`src/rtl/round_judge.sv`:
```
// Judges each tank round: after the first hit, waits a window of frame_ticks so a trading shot
// can land, then emits one registered redwin/greenwin/draw pulse and freezes play until re-armed.
module round_judge #(
   parameter int SETTLE_FRAMES = 30,
   parameter int CNT_W         = 6
) (
   input  logic clk,
   input  logic reset_n,
   input  logic screenreset,
   input  logic frame_tick,
   input  logic red_hit,
   input  logic green_hit,
   output logic redwin,
   output logic greenwin,
   output logic draw,
   output logic freeze
);

   typedef enum logic [2:0] {IDLE, PLAY, SETTLE, REPORT, WAIT_ACK, CLEAR} state_t;

   localparam logic [CNT_W-1:0] LAST_CNT = CNT_W'(SETTLE_FRAMES - 1);

   state_t           state_q, state_d;
   logic [CNT_W-1:0] cnt_q, cnt_d;
   logic             red_dead_q, red_dead_d;
   logic             green_dead_q, green_dead_d;
   logic             redwin_q, redwin_d;
   logic             greenwin_q, greenwin_d;
   logic             draw_q, draw_d;
   logic             freeze_q, freeze_d;

   always_ff @(posedge clk or negedge reset_n) begin
      if (!reset_n) begin
         state_q      <= IDLE;
         cnt_q        <= '0;
         red_dead_q   <= 1'b0;
         green_dead_q <= 1'b0;
         redwin_q     <= 1'b0;
         greenwin_q   <= 1'b0;
         draw_q       <= 1'b0;
         freeze_q     <= 1'b0;
      end else begin
         state_q      <= state_d;
         cnt_q        <= cnt_d;
         red_dead_q   <= red_dead_d;
         green_dead_q <= green_dead_d;
         redwin_q     <= redwin_d;
         greenwin_q   <= greenwin_d;
         draw_q       <= draw_d;
         freeze_q     <= freeze_d;
      end
   end

   always_comb begin
      state_d      = state_q;
      cnt_d        = cnt_q;
      red_dead_d   = red_dead_q;
      green_dead_d = green_dead_q;
      case (state_q)
         IDLE: begin
            if (!screenreset) state_d = PLAY;
         end
         PLAY: begin
            if (screenreset) begin
               state_d = IDLE;
            end else if (red_hit || green_hit) begin
               state_d      = SETTLE;
               red_dead_d   = red_hit;
               green_dead_d = green_hit;
               cnt_d        = '0;
            end
         end
         SETTLE: begin
            if (screenreset) begin
               state_d = IDLE;
            end else begin
               red_dead_d   = red_dead_q | red_hit;
               green_dead_d = green_dead_q | green_hit;
               // Leaving at LAST_CNT means the counter can never pass it or wrap.
               if (frame_tick) begin
                  if (cnt_q == LAST_CNT) state_d = REPORT;
                  else                   cnt_d   = cnt_q + CNT_W'(1);
               end
            end
         end
         REPORT: begin
            state_d = (red_dead_q && green_dead_q) ? CLEAR : WAIT_ACK;
         end
         WAIT_ACK: begin
            if (screenreset) state_d = IDLE;
         end
         CLEAR: begin
            red_dead_d   = 1'b0;
            green_dead_d = 1'b0;
            if (screenreset)                  state_d = IDLE;
            else if (!red_hit && !green_hit)  state_d = PLAY;
         end
         default: state_d = IDLE;
      endcase
   end

   // Outputs are decoded from the next state so they appear registered, in step with the state.
   always_comb begin
      greenwin_d = (state_d == REPORT) && red_dead_d && !green_dead_d;
      redwin_d   = (state_d == REPORT) && green_dead_d && !red_dead_d;
      draw_d     = (state_d == REPORT) && red_dead_d && green_dead_d;
      freeze_d   = (state_d == SETTLE) || (state_d == REPORT) ||
                   (state_d == WAIT_ACK) || (state_d == CLEAR);
   end

   assign redwin   = redwin_q;
   assign greenwin = greenwin_q;
   assign draw     = draw_q;
   assign freeze   = freeze_q;

endmodule

```
`config.mk`:
```
export PLATFORM = sky130hd
export DESIGN_NAME = round_judge
export DESIGN_NICKNAME = d
export VERILOG_FILES = /design/src/rtl/round_judge.sv
export SDC_FILE = /design/constraint.sdc
export NUM_CORES = 1
export LEC_CHECK = 0
export CELL_PAD_IN_SITES_DETAIL_PLACEMENT = 0
export CELL_PAD_IN_SITES_GLOBAL_PLACEMENT = 2
export CORE_UTILIZATION = 38
export CTS_BUF_LIST = sky130_fd_sc_hd__clkbuf_8
export DETAILED_ROUTE_END_ITERATION = 7
export MAX_ROUTING_LAYER = met4
export PLACE_DENSITY_LB_ADDON = 0.1
export SYNTH_ARGS = -nofsm -noshare
export SYNTH_HDL_FRONTEND = slang
export SYNTH_SLANG_ARGS = --single-unit
```
`constraint.sdc`:
```
create_clock -name clk -period 5.2 [get_ports clk]
set_input_delay 0.52 -clock clk [delete_from_list [all_inputs] [get_ports clk]]
set_output_delay 0.52 -clock clk [all_outputs]
set_load 0.01 [all_outputs]
```
==> flow_summary_export.csv <==
group,metric,value,unit
critical_path,cp_slowest_cell,"or4_1",
global_route,antenna_found_initial,0,
cts,worstSkewPairLatency,0.24,ns
synthesis,synth-seq-cells,15,
critical_path,crit_chain,"ha_1, nor3b_1, a22oi_2, nand4_4, or4_1, a21oi_1",
drt,avgViaCountPerCell,5.46,
synthesis,synth-main-ff-cell,"dfrtp_1",
power_and_ir_drop,intPower,0.000249,W
power_and_ir_drop,vdd_drop_max,0.171,mV
cts,holdBufCountCts,0,
critical_path,critPathKind,"reg2reg",
synthesis,synth_fa_ha_area_frac,0.0290,
sta,max_clock_freq,508,MHz
synthesis,yosys.area_share.simple,0.278,
power_and_ir_drop,p_leak,0.413,nW
cts,root_buffer,"clkbuf_8",
flow_run,cap_viol_max_count,0,
cts,cts_max_level,1,
die,fp.coreArea,2040,um^2
global_route,grt_pass1_wl,2.90,mm
synthesis,synthesis.area,863,um^2
cells_and_area,ff_latch_area,375,um^2
drt,drt-total-wl,1.72,mm
drt,dr_wl_met2,723,um
cts,clk_pin_slew,0.06,ns
cells_and_area,final_net_count,109,
sta,slew_viol_final,0,
sta,finalSetupViolCount,0,
drt,drt_pre_antenna_iters,4,
drt,drt_iter0_drc,16,
die,row_count,16,
power_and_ir_drop,swShare,0.368,
global_route,grt_usage,0.160,
cts,cts_tree,"yes",
critical_path,r2r_start,"cnt_q[0]",
cells_and_area,layout_common_cells,"dfrtp_1, clkdlybuf4s50_1, inv_1",
cts,clockBufferDepth,2,
cells_and_area,fillCellCount,213,
critical_path,timing.critical_path.buf_inv,0,
sta,hold_viol_final,0,
critical_path,critPathCaptureType,"register",
global_route,grt_max_degree,16,
die,ios,10,
drt,vias,694,
synthesis,async_reset_ff_frac,1.00,
sta,fin_crit,1.97,ns
power_and_ir_drop,switchingPower,0.000145,W
drt,ant_nets,0,
hold_path,holdCritPathClass,"reg2reg",
critical_path,max_stage_delay,0.44,ns
drt,top_layer,"met4",
synthesis,synth_warnings,0,
critical_path,startpoint,"cnt_q[0]",
drt,dr_wl_met3,82,um
synthesis,seq_area_frac_synth,0.435,
synthesis,ys_top_cells_by_area,"dfrtp_1, or4_1, a21oi_1",
power_and_ir_drop,p_per_area,392,nW/um^2
cts,post_cts_buffers,0,
synthesis,syn_area_per_cell,9.59,um^2
sta,setup_tns,0,ns
cells_and_area,n_antenna_cell,0,
power_and_ir_drop,p_seq_frac,0.450,
critical_path,cp_data_required_time,5.37,ns
sta,worst_pin_slew,0.755,ns
power_and_ir_drop,clkPwrFrac,0.231,
status,status,"completed",
drt,wl_per_cell,13.6,um
cells_and_area,design_area,1010,um^2
drt,drc,0,
cts,post_cts_resized,0,
place,globalplace.congestion,0.767,
place,place_area,961,um^2
power_and_ir_drop,combPwrFrac,0.319,
synthesis,synth_cell_types,32,
cells_and_area,multi_input_area,435,um^2
die,initial_core_util,0.423,
cells_and_area,mostFrequentLayoutCell,"dfrtp_1",
cts,numCtsBuffers,3,
global_route,overflow,0,
synthesis,yosysTopAreaCell,"dfrtp_1",
sta,fin_skew,0.00520,ns
synthesis,synth-edff-count,0,
cells_and_area,drive_gt1_frac,0.110,
synthesis,synth.net_count,98,
critical_path,cp_top_family,"simple AND/OR/NAND/NOR gates",
synthesis,synth-compound-area-share,0.197,
synthesis,synth_top_family_by_area,"simple AND/OR/NAND/NOR gates",
cells_and_area,synthToLayoutAreaGrowth,16.5,%
critical_path,cp.arrival,2.14,ns
place,portBuffers,9,
die,die_w,49.7,um
synthesis,syn-instance-count,90,
cts,clock-sinks,15,
sta,rsz0062_at_grt,"no",
hold_path,min-delay-start,"cnt_q[5]",
global_route,first_global_vias,599,
drt,wirelength_met1,909,um
die,dieArea,2470,um^2
critical_path,critPathLaunchType,"register",
die,dieHeight,49.7,um
sta,min_period_over_period,0.379,
synthesis,synth_mux_area_frac,0,
synthesis,synth_top_area_frac,0.435,
place,dpl.hpwl,1.26,mm
synthesis,synthXorXnorAreaFrac,0,
power_and_ir_drop,power,0.000394,W
critical_path,crit_fanout,10,
sta,relSlewSlack,0.492,
[sequential cells by signal (all words and copies together) (netlist names)]
| name | flops |
|---|---|
| redwin | 1 |
| green_dead_q | 1 |
| cnt_q | 6 |
| red_dead_q | 1 |
| freeze | 1 |
| state_q | 3 |
| draw | 1 |
| greenwin | 1 |
[layer usage]
metal | vias to the layer above | GRT usage
met5 | - | -
met4 | 0 | 0.0571
met3 | 2 | 0.0185
met2 | 23 | 0.205
met1 | 315 | 0.252
li1 | 354 | -
[worst paths after layout]
path | endpoint | slack [ns] | depth (start not counted)
setup / recovery | cnt_q[4] | 3.23 | 6
hold / removal | cnt_q[5] | 0.58 | 2
setup reg to reg | cnt_q[4] | 3.23 | 6
hold reg to reg | cnt_q[5] | 0.58 | 2
max in group asynchronous | state_q[1] | 4.09 | 1
min in group asynchronous | cnt_q[2] | 0.68 | 1
[power groups by stage]
stage	registers [W]	logic (W)	clock network, W
finish	0.000177	0.000126	0.0000909
global route	0.000183	0.000141	0.000100
CTS	0.000177	0.000126	0.0000936
detailed placement	0.000178	0.000125	0
global placement	0.000179	0.000124	0
floorplan	0.000155	0.000120	0
[Yosys cell counts (2+ instances only)]
library cell  instances
nand2_1               4
a211oi_1              2
o21ai_0               4
a2bb2oi_1             2
nand3_1               4
nor2_1                7
dfrtp_1              15
nor4_1                2
inv_1                 7
buf_6                 2
nand2b_1              4
a21oi_1               7
ha_1                  2
o211ai_1              2
or4_1                 5
nor2b_1               3
o31ai_1               3
[worst register-to-register path, delay by kind of cell (launching register included)]
family / cells / cell delay (ns)
and+or+nand+nor: 3 / 0.79
AOI/OAI and AO/OA: 2 / 0.43
DFF: 1 / 0.43
adders and majority gates: 1 / 0.25
[kinds of logic (layout without fill, tap and decap cells)]
| logic type | after synthesis | count (layout) |
|---|---|---|
| simple gates | 38 | 38 |
| compound gates | 25 | 25 |
| flops | 15 | 15 |
| buf+inv | 10 | 20 |
| fa+ha+maj | 2 | 2 |
[cell type report]
| class | instances | share of cell area |
|---|---|---|
| multi-input combinational | 65 | 0.433 |
| tap | 27 | 0.0336 |
| timing repair buffer | 9 | 0.0896 |
| inverter | 7 | 0.0261 |
| clock buffer | 3 | 0.0410 |
| sequential | 15 | 0.373 |
| clock inverter | 1 | 0.00373 |
[through the flow]
| step | setup slack [ns] | instances | utilization | hold slack (ns) |
|---|---|---|---|---|
| floorplan | 3.46 | 90 | - | 0.224 |
| global placement | 3.03 | 123 | 0.471 | 0.551 |
| detailed placement | 3.00 | 123 | 0.471 | 0.567 |
| CTS | 3.24 | 127 | 0.493 | 0.578 |
| global route | 3.11 | 127 | 0.493 | 0.605 |
| finish | 3.23 | 127 | 0.493 | 0.579 |
Note: power is estimated with default switching activity, not from simulation.
